===== config.mk =====
export PLATFORM = sky130hd
export DESIGN_NAME = uart_rx_ctrl
export DESIGN_NICKNAME = d
export VERILOG_FILES = /design/src/rtl/uart_rx_ctrl.sv
export SDC_FILE = /design/constraint.sdc
export NUM_CORES = 1
export LEC_CHECK = 0
export ABC_AREA = 1
export CAP_MARGIN = 25
export CORE_ASPECT_RATIO = 1.4
export CORE_MARGIN = 3
export CORE_UTILIZATION = 45
export DETAILED_ROUTE_END_ITERATION = 6
export HOLD_SLACK_MARGIN = 0.06
export PLACE_DENSITY = 0.72
export RECOVER_POWER = 25
export SLEW_MARGIN = 20
export SYNTH_ARGS = -nofsm -noshare
export SYNTH_HDL_FRONTEND = slang
export SYNTH_SLANG_ARGS = --single-unit

===== constraint.sdc =====
create_clock -name baud_clk -period 5.54 [get_ports baud_clk]
set_input_delay 0.831 -clock baud_clk [delete_from_list [all_inputs] [get_ports baud_clk]]
set_output_delay 0.831 -clock baud_clk [all_outputs]
set_load 0.02 [all_outputs]

===== src/rtl/uart_rx_ctrl.sv =====
// ============================================================================
// Module   : uart_rx_ctrl
// Brief    : UART receive frame checker with show-ahead FIFO and error flags.
//            Optional parity checking is enabled by defining UART_RX_PARITY_EN.
// Revision : 1.0 - initial release
// ============================================================================
`default_nettype none

module uart_rx_ctrl #(
    parameter int FIFO_DEPTH = 4,
    parameter int PARITY_ODD = 0
) (
    input  logic        baud_clk,
    input  logic        rst,
    input  logic        frame_valid,
    input  logic [10:0] frame_in,
    output logic [7:0]  m_data,
    output logic        m_perr,
    output logic        m_valid,
    input  logic        m_ready,
    output logic [4:0]  fifo_count,
    output logic        framing_err,
    output logic        overrun_err,
    input  logic        clr_err,
    output logic [7:0]  err_cnt
);

    localparam int         c_ptr_w = (FIFO_DEPTH > 1) ? $clog2(FIFO_DEPTH) : 1;
    localparam logic [4:0] c_depth = 5'(FIFO_DEPTH);

    logic [8:0]         r_mem [FIFO_DEPTH];
    logic [c_ptr_w-1:0] r_wptr;
    logic [c_ptr_w-1:0] r_rptr;
    logic [4:0]         r_count;
    logic               r_framing_err;
    logic               r_overrun_err;
    logic [7:0]         r_err_cnt;

    logic               w_fault;
    logic               w_good;
    logic               w_pop;
    logic               w_push;
    logic               w_overrun;
    logic               w_drop;
    logic               w_perr;
    logic [8:0]         w_head;

    assign w_head  = r_mem[r_rptr];
    assign m_valid = (r_count != 5'd0);
    assign m_data  = m_valid ? w_head[7:0] : 8'h00;

`ifdef UART_RX_PARITY_EN
    assign w_perr = ((^frame_in[9:1]) != (PARITY_ODD != 0));
    assign m_perr = m_valid & w_head[8];
`else
    logic w_unused;
    assign w_perr   = 1'b0;
    assign m_perr   = 1'b0;
    assign w_unused = ^{frame_in[9], w_head[8], (PARITY_ODD != 0)};
`endif

    assign w_fault   = frame_valid && (frame_in[0] || !frame_in[10]);
    assign w_good    = frame_valid && !w_fault && !rst;
    assign w_pop     = m_valid && m_ready;
    // A pop in the same cycle frees the slot the incoming frame needs.
    assign w_push    = w_good && ((r_count < c_depth) || w_pop);
    assign w_overrun = w_good && !w_push;
    assign w_drop    = w_fault || w_overrun;

    always_ff @(posedge baud_clk) begin
        if (w_push) begin
            r_mem[r_wptr] <= {w_perr, frame_in[8:1]};
        end
    end

    always_ff @(posedge baud_clk or posedge rst) begin
        if (rst) begin
            r_wptr  <= '0;
            r_rptr  <= '0;
            r_count <= 5'd0;
        end else begin
            if (w_push) begin
                r_wptr <= r_wptr + 1'b1;
            end
            if (w_pop) begin
                r_rptr <= r_rptr + 1'b1;
            end
            case ({w_push, w_pop})
                2'b10:   r_count <= r_count + 5'd1;
                2'b01:   r_count <= r_count - 5'd1;
                default: r_count <= r_count;
            endcase
        end
    end

    // Sticky flags: a new error in the same cycle as clr_err keeps the flag set.
    always_ff @(posedge baud_clk or posedge rst) begin
        if (rst) begin
            r_framing_err <= 1'b0;
            r_overrun_err <= 1'b0;
            r_err_cnt     <= 8'd0;
        end else begin
            if (w_fault) begin
                r_framing_err <= 1'b1;
            end else if (clr_err) begin
                r_framing_err <= 1'b0;
            end
            if (w_overrun) begin
                r_overrun_err <= 1'b1;
            end else if (clr_err) begin
                r_overrun_err <= 1'b0;
            end
            if (w_drop && (r_err_cnt != 8'hFF)) begin
                r_err_cnt <= r_err_cnt + 8'd1;
            end
        end
    end

    assign fifo_count  = r_count;
    assign framing_err = r_framing_err;
    assign overrun_err = r_overrun_err;
    assign err_cnt     = r_err_cnt;

endmodule

`default_nettype wire


==> results of run 1 <==
## worst max-delay path: cells and delay by family, from the launching register on
family | cells | cell delay [ns]
AO/OA/AOI/OAI | 2 | 0.33
flip-flops | 1 | 0.74
buffers and inverters | 2 | 0.81
## cells by family after synthesis
group,after synthesis,synth area share
AO/OA/AOI/OAI,35,0.0778
other,1,0.00150
buffers and inverters,35,0.0572
XOR/XNOR,8,0.0281
flip-flops,51,0.576
AND/OR/NAND/NOR,112,0.211
adder cells (fa/ha/maj),9,0.0482
## worst max path at each step
| stage | startpoint | cells after the start | endpoint | slack [ns] |
|---|---|---|---|---|
| final | r_rptr[0]$_DFFE_PP0P_ | 4 | m_data[2] | 2.53 |
| after global routing | r_rptr[0]$_DFFE_PP0P_ | 4 | m_data[1] | 2.35 |
| after CTS | r_rptr[0]$_DFFE_PP0P_ | 4 | m_data[2] | 2.46 |
| after detailed placement | frame_valid | 7 | r_mem[0][6]$_DFFE_PP_ | 2.59 |
| after global placement | frame_valid | 7 | r_mem[0][6]$_DFFE_PP_ | 2.62 |
| after floorplan | frame_in[10] | 10 | fifo_count[4]$_DFFE_PP0P_ | 3.37 |
## layout by cell type (no fill, tap or decap), types with 5 or more instances in the layout
cell type / instances
dlygate4sd3_1: 8
ha_1: 8
nand2_1: 38
clkdlybuf4s50_1: 30
inv_1: 26
a21oi_1: 10
nand3_1: 14
clkbuf_8: 5
dfrtp_1: 19
edfxtp_1: 32
nor2_1: 41
nand2_2: 5
o21ai_0: 21
## layer usage
| metal | share of wire | wire [um] |
|---|---|---|
| met5 | 0 | 0 |
| met4 | 0.012 | 55 |
| met3 | 0.044 | 196 |
| met2 | 0.53 | 2400 |
| met1 | 0.41 | 1840 |
## metrics by stage
step	total power, W	utilization	std cells	hold WS, ns
final	0.00144	0.576	358	0.535
after global routing	0.00155	0.576	358	0.571
after CTS	0.00146	0.576	358	0.542
after detailed placement	0.00121	0.555	350	0.529
after global placement	0.00119	0.555	350	0.515
after floorplan	0.000959	-	251	0.494
## layout make-up
class                           count  area, um2  area share
Inverter                           30        113      0.0371
Multi-Input combinational cell    165        915       0.301
Sequential cell                    51       1440       0.473
Clock inverter                      2       37.5      0.0124
Tap cell                           66       82.6      0.0272
Timing Repair Buffer               38        380       0.125
Clock buffer                        6       72.6      0.0239
## cell usage after synthesis (4+ instances only)
library cell / count / area share
inv_2: 4 / 0.0060
inv_1: 26 / 0.039
nand3_1: 14 / 0.028
ha_1: 8 / 0.040
xnor2_1: 4 / 0.014
xor2_1: 4 / 0.014
nor2_1: 41 / 0.062
nand2_1: 38 / 0.057
edfxtp_1: 32 / 0.39
a21oi_1: 10 / 0.020
nand2_2: 5 / 0.013
dfrtp_1: 19 / 0.19
nand4_1: 4 / 0.010
o21ai_0: 21 / 0.042
## flip-flops by register name, summed over array words and instances (netlist names)
name / flops
r_mem: 32
framing_err: 1
fifo_count: 5
r_wptr: 2
r_rptr: 2
overrun_err: 1
err_cnt: 8
## where the power goes
part | switching, W | total [W] | internal [W]
Clock | 0.000118 | 0.000253 | 0.000135
Combinational | 0.000352 | 0.000639 | 0.000287
Sequential | 0.0000896 | 0.000549 | 0.000459
Total | 0.000559 | 0.00144 | 0.000881
==> results.toml, run 1 <==
[global_route]
use_met1 = 0.172
grt_util_met3 = 0.0347
gr-usage-all-layers = 0.154
antenna_found_initial = 0
grt_pass1_vias = 1693
grt_max_degree = 20
grt_overflow = 0
grt_pass1_wl_um = 7550
gr-usage-met2 = 0.279
busiest_layer = "met2"

[timing]
setup_viol = 0
fin_skew_ns = 0.00446
relSlewSlack = 0.471
min_period_ns = 3.01
fin_ws_ns = 2.53
worst_slew_pin_slew_ns = 0.791
slew_viol_final = 0
rsz0062_at_grt = "no"
tns_ns = 0
fin_crit_sh = 0.544
hold_violations = 0
fmax_ghz = 0.332

[finish]
drive_above_1_share = 0.0993
fillers = 465
finalInstanceArea_mm2 = 0.00304
final_nets = 316
area_delta_synth_final_pct = 21.8
num_antenna_cells = 0

[outcome]
status = "finished, final reports clean"

[flow_run]
cap_viol_max_count = 0

[clock_tree]
ctsResizeCount = 0
clk_pin_slew_ns = 0.09
cts-buffers-inserted = 5
clk_latency_ns = 0.30
cts_tree = "done"
ctsHoldBuffers = 0
htreeDepth = 2
post_cts_buffers = 0
clockBufferDepth = 2
cts_sinks = 51
cts-root-buf = "clkbuf_8"

[hold_path]
hold_path.class = "reg2reg"
hold_start = "framing_err$_DFFE_PP0P_"
min_to = "framing_err$_DFFE_PP0P_"
whs_path_depth = 2

[routing]
drc = 0
wirelength_um = 4490
dr.pass1.iters = 4
vias = 1741
drtIter0Drc = 103
via_per_inst = 4.86
wire_per_inst_um = 12.5
ant_nets = 0

[power_and_ir_drop]
peakVddDrop_mv = 0.243
power_density_mw_per_mm2 = 474
cellLeakagePower_nw = 1.29

[die]
design.portCount = 41
initial_utilization = 0.473
die_h_um = 94.1
die-area_mm2 = 0.00648
die_x_um = 68.9
row_count = 31
core_mm2 = 0.00528

[synthesis]
synth_ff_type = "edfxtp_1"
synth_edf_count = 32
syn_area_mm2 = 0.00249
synth_async_sr_flop_share = 0.373
synth-seq-cells = 51
yosysSeqAreaShare = 0.576
syn_avg_cell_area_um2 = 9.93
yosysWarningCount = 0
synth_cells = 251
syn-num-nets = 276
synth_cell_types = 27

[critical_path]
ff2ff_path_depth = 13
path_class = "reg2out"
path_max_fanout = 18
path_cells = "inv_2 > o21ai_0 > a21oi_1 > clkdlybuf4s50_1"
r2r_slack_ns = 3.45
r2r_end = "fifo_count[4]$_DFFE_PP0P_"
timing.rr.start = "fifo_count[0]$_DFFE_PP0P_"
worst_path_largest_cell_delay_ns = 0.74
end_kind = "primary output"
critPathLaunchType = "flip-flop"
arrival_ns = 2.18
crit_required_ns = 4.71
cp_slowest_cell = "dfrtp_1"

[placed_design]
dp_slack_ns = 2.59
gp_congestion = 0.749
hpwl_um = 3250
place_area_mm2 = 0.00293
portBuffers = 38
(Power assumes the default switching activity.)
==> run 2, diff against run 1 <==
--- a/config.mk
+++ b/config.mk
@@ -12,7 +12,7 @@
 export CORE_UTILIZATION = 45
 export DETAILED_ROUTE_END_ITERATION = 6
 export HOLD_SLACK_MARGIN = 0.06
-export PLACE_DENSITY = 0.72
+export PLACE_DENSITY = 0.75
 export RECOVER_POWER = 25
 export SLEW_MARGIN = 20
 export SYNTH_ARGS = -nofsm -noshare
==> constraint.sdc (replaced) <==
create_clock -name baud_clk -period 2.71 [get_ports baud_clk]
set_input_delay 0.4065 -clock baud_clk [delete_from_list [all_inputs] [get_ports baud_clk]]
set_output_delay 0.4065 -clock baud_clk [all_outputs]
set_load 0.02 [all_outputs]
==> run 2 against run 1 <==
Effect of this change:
- clock skew fell by 0.0018 ns
- worst setup slack got worse by 2.2 ns
- sequential power rose by 100%
- worst hold slack got worse by 0.0039 ns
- die area did not move
- routed wire length rose by 0.33%
- combinational power rose by 110%
==> results.toml, run 2 (same netlist as run 1, synthesis figures left out) <==
[timing]
rsz0062_at_grt = "no"
worst_slew_pin_slew_ns = 0.732
hold_violations = 0
fmax_ghz = 0.415
fin_crit_sh = 0.889
relSlewSlack = 0.512
holdWs_ns = 0.531
min_period_ns = 2.41
fin_ws_ns = 0.300
slew_viol_final = 0
setup_viol = 0
fin_skew_ns = 0.00267
tns_ns = 0

[routing]
met1_length_um = 1830
wire_per_inst_um = 12.4
vias = 1768
dr.pass1.iters = 6
drtIter0Drc = 69
ant_nets = 0
route.met3.wl_um = 189
wirelength_um = 4500
via_per_inst = 4.87
wl_met2_um = 2410
top_layer_used = "met4"
drc = 0

[clock_tree]
cts-root-buf = "clkbuf_8"
cts_sinks = 51
htreeDepth = 2
cts_tree = "done"
clk_latency_ns = 0.30
clockBufferDepth = 2
cts-buffers-inserted = 5
clk_pin_slew_ns = 0.09

[finish]
largest_register = "r_mem"
final_cell_mix = "nor2_1, nand2_1, edfxtp_1, clkdlybuf4s50_1, inv_1"
drive_above_1_share = 0.121
area_delta_synth_final_pct = 23.5
num_antenna_cells = 0
largest_register_ffs = 32
final_nets = 321
layout_commonest_cell = "nor2_1"
fillers = 452
finalInstanceArea_mm2 = 0.00308

[global_route]
grt_overflow = 0
grt_pass1_vias = 1729
gr-usage-all-layers = 0.157
grt_max_degree = 20
grt_pass1_wl_um = 7630
antenna_found_initial = 0

[flow_run]
cap_viol_max_count = 0

[critical_path]
cp_slowest_cell = "clkdlybuf4s50_1"
r2r_slack_ns = 0.61
critPathLaunchType = "flip-flop"
worst_path_most_repeated_cell = "nor2_1"
r2r_end = "fifo_count[4]$_DFFE_PP0P_"
timing.rr.start = "fifo_count[0]$_DFFE_PP0P_"
ff2ff_path_depth = 11
path_max_fanout = 18
path_class = "reg2out"
crit_required_ns = 2.30
end_kind = "primary output"
worst_path_largest_cell_delay_ns = 0.62
arrival_ns = 2.00
path_cells = "nor2_1 > nor2_1 > o21ai_0 > a21oi_1 > clkdlybuf4s50_1"

[placed_design]
gp_congestion = 0.780
dp_slack_ns = 0.352
portBuffers = 38
place_area_mm2 = 0.00296
hpwl_um = 3260

[die]
initial_utilization = 0.473
core_mm2 = 0.00528
die_h_um = 94.1
die-area_mm2 = 0.00648
die_x_um = 68.9
row_count = 31
design.portCount = 41

[hold_path]
hold_path.class = "reg2reg"
hold_start = "r_wptr[0]$_DFFE_PP0P_"
whs_path_depth = 1
min_to = "r_wptr[0]$_DFFE_PP0P_"

[power_and_ir_drop]
power_density_mw_per_mm2 = 963
peakVddDrop_mv = 0.619
cellLeakagePower_nw = 1.32

[outcome]
status = "finished, final reports clean"
[run 2: layout make-up]
class                           instances  area, um2  share of cell area
Sequential cell                        51       1440               0.467
Multi-Input combinational cell        165        915               0.297
Timing Repair Buffer                   43        418               0.136
Inverter                               30        115              0.0374
Tap cell                               66       82.6              0.0268
Clock buffer                            5       68.8              0.0223
Clock inverter                          3       43.8              0.0142
[run 2: worst max-delay path by stage]
stage / slack [ns] / endpoint / start
2_1_floorplan: 0.60 / fifo_count[4]$_DFFE_PP0P_ / fifo_count[0]$_DFFE_PP0P_
3_3_place_gp: 0.38 / fifo_count[4]$_DFFE_PP0P_ / frame_valid
3_5_place_dp: 0.35 / fifo_count[4]$_DFFE_PP0P_ / frame_valid
5_1_grt: 0.13 / m_data[0] / fifo_count[0]$_DFFE_PP0P_
4_1_cts: 0.06 / m_data[7] / r_rptr[0]$_DFFE_PP0P_
6_report: 0.30 / m_data[0] / r_rptr[0]$_DFFE_PP0P_
[run 2: per-layer routing]
layer	up-vias	global-route usage
met1	817	0.173
met2	39	0.285
met4	0	0.0585
li1	905	-
met5	-	0
met3	7	0.0323
[run 2: worst max-delay path: cells and delay by family (launching register included)]
kind / cells / cell delay (ns)
compound gates: 2 / 0.28
simple gates: 2 / 0.20
buf+inv: 1 / 0.62
flops: 1 / 0.60
[run 2: where the power goes]
group | leakage (nW) | internal, W | switching (W)
Combinational | 0.736 | 0.000599 | 0.000746
Clock | 0.0581 | 0.000275 | 0.000240
Sequential | 0.526 | 0.000940 | 0.000166
[run 2: metrics by stage]
stage	std cells	util	total power (W)
final	363	0.584	0.00297
after global routing	363	0.584	0.00320
after CTS	363	0.583	0.00300
after detailed placement	355	0.562	0.00248
after global placement	355	0.562	0.00245
after floorplan	251	-	0.00196
[run 2: timing repair]
item | CTS | global route
resized for setup | 0 | 2
hold buffers | 0 | 0
buffers inserted | 0 | 0
setup endpoints to repair | 0 | 8
